## config.mk

```make
export PLATFORM = sky130hd
export DESIGN_NAME = bus_reader
export DESIGN_NICKNAME = d
export VERILOG_FILES = /design/src/rtl/bus_reader.sv
export SDC_FILE = /design/constraint.sdc
export NUM_CORES = 1
export LEC_CHECK = 0
export ABC_CLOCK_PERIOD_IN_PS = 3580
export BUFFER_PORTS_ARGS = -buffer_cell sky130_fd_sc_hd__buf_4
export CAP_MARGIN = 5
export CORE_MARGIN = 8
export CORE_UTILIZATION = 49
export CTS_CLUSTER_SIZE = 24
export DETAILED_ROUTE_END_ITERATION = 10
export GPL_TIMING_DRIVEN = 0
export PLACE_DENSITY = 0.83
export SKIP_LAST_GASP = 1
export SLEW_MARGIN = 30
export SYNTH_ARGS = -nofsm -noshare
export SYNTH_HDL_FRONTEND = slang
export SYNTH_SLANG_ARGS = --single-unit
```

## constraint.sdc

```tcl
create_clock -name clk -period 3.58 [get_ports clk]
set_input_delay 0.716 -clock clk [delete_from_list [all_inputs] [get_ports clk]]
set_output_delay 0.716 -clock clk [all_outputs]
set_load 0.03 [all_outputs]
```

## src/rtl/bus_reader.sv

```systemverilog
// Receiving end of a shared tri-state bus: round-robin grants one driver, waits a settle window,
// captures the bus and acknowledges the winner. Optional parity check: define BUS_READER_PARITY_EN.
module bus_reader #(
    parameter int WIDTH         = 32,
    parameter int NSRC          = 4,
    parameter int SETTLE_CYCLES = 1,
    parameter int IDW           = 2
) (
    input  logic             clk,
    input  logic             rst,
    input  logic [NSRC-1:0]  req,
    input  logic [WIDTH-1:0] bus_in,
`ifdef BUS_READER_PARITY_EN
    input  logic             bus_par,
    output logic             par_err,
`endif
    output logic [NSRC-1:0]  drv_en,
    output logic [NSRC-1:0]  ack,
    output logic [WIDTH-1:0] data_out,
    output logic             data_valid,
    output logic [IDW-1:0]   src_id,
    output logic             busy
);

    localparam int CW = (SETTLE_CYCLES > 1) ? $clog2(SETTLE_CYCLES) : 1;

    typedef enum logic [1:0] {IDLE, DRIVE, RELEASE} state_t;

    // Handshake: req is a level held by the source until it sees its ack bit, a one-cycle pulse
    // issued together with data_valid in the cycle after capture; req is only sampled in IDLE.
    state_t          state, state_nx;
    logic [IDW-1:0]  rr_ptr, rr_nx;
    logic [IDW-1:0]  grant_id, grant_nx;
    logic [IDW-1:0]  winner;
    logic [CW-1:0]   cnt, cnt_nx;
    logic [NSRC-1:0] drv_nx, ack_nx;
    logic [NSRC-1:0] win_onehot, grant_onehot;
    logic            capture;

    // The highest offset is tried first so the candidate nearest rr_ptr overwrites the rest.
    always_comb begin
        winner = '0;
        for (int k = NSRC - 1; k >= 0; k--) begin
            for (int i = 0; i < NSRC; i++) begin
                if (i == ((int'(rr_ptr) + k) % NSRC) && req[i]) begin
                    winner = IDW'(i);
                end
            end
        end
    end

    always_comb begin
        for (int i = 0; i < NSRC; i++) begin
            win_onehot[i]   = (winner == IDW'(i));
            grant_onehot[i] = (grant_id == IDW'(i));
        end
    end

    always_comb begin
        state_nx = state;
        cnt_nx   = cnt;
        grant_nx = grant_id;
        rr_nx    = rr_ptr;
        drv_nx   = drv_en;
        ack_nx   = '0;
        capture  = 1'b0;
        case (state)
            IDLE: begin
                drv_nx = '0;
                if (|req) begin
                    grant_nx = winner;
                    drv_nx   = win_onehot;
                    cnt_nx   = CW'(SETTLE_CYCLES - 1);
                    state_nx = DRIVE;
                end
            end
            DRIVE: begin
                if (cnt != '0) begin
                    cnt_nx = cnt - 1'b1;
                end else begin
                    capture  = 1'b1;
                    ack_nx   = grant_onehot;
                    drv_nx   = '0;
                    rr_nx    = (grant_id == IDW'(NSRC - 1)) ? '0 : grant_id + 1'b1;
                    state_nx = RELEASE;
                end
            end
            RELEASE: begin
                drv_nx   = '0;
                state_nx = IDLE;
            end
            default: begin
                drv_nx   = '0;
                state_nx = IDLE;
            end
        endcase
    end

    always_ff @(posedge clk) begin
        if (rst) begin
            state <= IDLE;
        end else begin
            state <= state_nx;
        end
    end

    always_ff @(posedge clk) begin
        if (rst) begin
            cnt        <= '0;
            grant_id   <= '0;
            rr_ptr     <= '0;
            drv_en     <= '0;
            ack        <= '0;
            data_out   <= '0;
            data_valid <= 1'b0;
            src_id     <= '0;
            busy       <= 1'b0;
`ifdef BUS_READER_PARITY_EN
            par_err    <= 1'b0;
`endif
        end else begin
            cnt        <= cnt_nx;
            grant_id   <= grant_nx;
            rr_ptr     <= rr_nx;
            drv_en     <= drv_nx;
            ack        <= ack_nx;
            data_valid <= capture;
            busy       <= (state_nx != IDLE);
            if (capture) begin
                data_out <= bus_in;
                src_id   <= grant_id;
`ifdef BUS_READER_PARITY_EN
                par_err  <= ^{bus_in, bus_par};
`endif
            end
        end
    end

endmodule
```

==> run summary <==
startpoint types: flip-flop
via-per-instance ratio: 4.887
layout cells sized above 1: 34.12%
Ant. Diodes: 0
Synth Instances: 207
final setup violating endpoints: 0
part of the Yosys area used for sequential elements: 55.13%
Final Max Tran Viols: 0
r2r setup slk: 2.22 ns
initial antenna violation count: 0
Final nets: 337
RD Place Congestion: 0.7988
first-pass GRT wire length: 7734 µm
Avg Cell Area, Syn: 8.595 µm²
die area: 5816 µm²
period utilization: 48.23%
post-CTS resize count: 0
die height: 76.26 µm
Clock Latency Late Sink: 0.36 ns
WL met3: 422 µm
CTS root buf: clkbuf_4
cts bufs inserted: 5
Clock transition at path regs: 0.13 ns
io pins: 82
CTS tree: yes
unrepaired setup endpoints after global routing: no
FMAX: 0.5792 GHz
initial DRC count: 60
FFs w/ async S/R, synth: 0%
Remaining DRCs: 0
Post-synth EDFFs: 0
# hold bufs at CTS: 0
Tot Pwr: 1.192 mW
largest net degree at the start of global routing: 15
setup clock skew after layout: 0.009516 ns
Synth-to-Final Area Change: 42.33%
Max clock buf depth: 2
synthesis-stage register bit count: 49
yosys warns: 0
via count: 1681
most frequent cells in the layout: buf_4, nand2_1, dfxtp_1
setup_tns: 0 ns
Most used DFF post-synth: dfxtp_1
Post-DP HPWL: 3526 µm
Sink Count: 49
initial cell density of the core: 49.72%
post-CTS setup buffers: 0
wl on met1: 1721 µm
GRT Residual Overflow: 0
static leakage: 1.139 nW
synthesized cell area: 1779 µm²
critical path's largest stage delay: 0.45 ns
final hold violation count: 0
htree depth: 2
DR WL/cell: 13.27 µm
worst path required time: 2.86 ns
CP arrival: 1.01 ns
Die Width: 76.26 µm
Tot GR Track Use: 15.90%
Crit-path slowest cell: dfxtp_1
Netlist cell types: 32
Rel. slew slack: 68.09%
Max Cap Viol: 0
IR drop worst, VDD: 0.2467 mV
post-route ant nets: 0
TritonRoute pass-1 iters: 4
crit path capture type: primary output
commonest non-fill, non-tap cell in the layout: buf_4
CP cell instances: buf_4
Least-Margin Pin Slew: 0.4786 ns
worst hold path type: reg2reg
IO buf count: 81
Placeable Area: 3578 µm²
Row Count: 22
Power Density: 470.7 nW/µm²
vias in the first global route: 1739
met2 wire length: 2344 µm
highest metal used: met4
status: finished, final reports clean
CP Buf/Inv Count: 1
kind of critical path: reg2out
FILL cells: 309
fin crit period: 1.726 ns
Worst Path Max Fanout: 6
CP top delay family: flip-flops
Mapped Nets: 249
drt total wl: 4566 µm
-- cell families (layout without fill, tap and decap cells) --
| logic type | Yosys count | in the layout | share of synthesized area, % |
|---|---|---|---|
| mux | 1 | 1 | 0.5626 |
| flops | 49 | 49 | 55.13 |
| simple gates | 89 | 89 | 21.87 |
| fa+ha+maj | 4 | 4 | 2.813 |
| buf+inv | 16 | 105 | 3.867 |
| compound gates | 48 | 48 | 15.75 |
-- routing by layer --
layer  global-route usage, %  vias to the layer above
met1                   15.03                      763
met5                       0                        -
met2                   28.62                       51
met3                   7.665                        7
met4                   6.538                        0
li1                        -                      860
-- path summary, 6_finish.rpt --
check / startpoint / endpoint / cells after the start
worst min register to register: src_id[0] / src_id[0] / 2
worst max-delay path: state[1] / data_valid / 1
worst min-delay path: src_id[0] / src_id[0] / 2
worst max register to register: state[1] / data_out[30] / 5
-- synth_stat cells (2+ instances only) --
master / instances / share of area, %
a21oi_1: 37 / 10
and2_1: 4 / 1.4
buf_2: 7 / 2.0
clkbuf_1: 4 / 0.84
dfxtp_1: 49 / 55
ha_1: 4 / 2.8
inv_1: 3 / 0.63
nand2_1: 72 / 15
nor2_1: 2 / 0.42
nor2b_1: 3 / 1.1
-- state kept, by name (all words and copies together), names as in the netlist --
| signal | count |
|---|---|
| data_out | 32 |
| ack | 4 |
| drv_en | 4 |
| grant_id | 2 |
| rr_ptr | 2 |
| src_id | 2 |
| state | 2 |
| busy | 1 |
-- final cells by class --
type                       count  area [µm²]  share of cell area, %
multi-input combinational    142       729.5                  28.80
tap                           48       60.06                  2.372
clock inverter                 1       30.03                  1.186
inverter                       4       15.01                 0.5929
sequential                    49       980.9                  38.74
timing repair buffer          81       608.1                  24.01
clock buffer                   7       55.05                  2.174
buffer                        12       53.80                  2.125
-- power by group --
group          internal (mW)  switching (mW)  leakage (nW)  total [mW]
Sequential             0.582          0.0220         0.401       0.604
Clock                  0.167           0.165        0.0455       0.332
Combinational          0.105           0.151         0.693       0.256
-- metrics by stage --
step	instances	setup WS, ns	hold slack [ns]	util, %	instance area [µm²]
after floorplan	207	1.975	0.4580	-	1779
after global placement	336	1.760	0.4416	68.39	2447
after detailed placement	336	1.737	0.4476	68.39	2447
after CTS	344	1.856	0.4657	70.77	2532
after global routing	344	1.817	0.4880	70.77	2532
final	344	1.854	0.4615	70.77	2532
No activity file was read; power rests on OpenSTA's default activity.
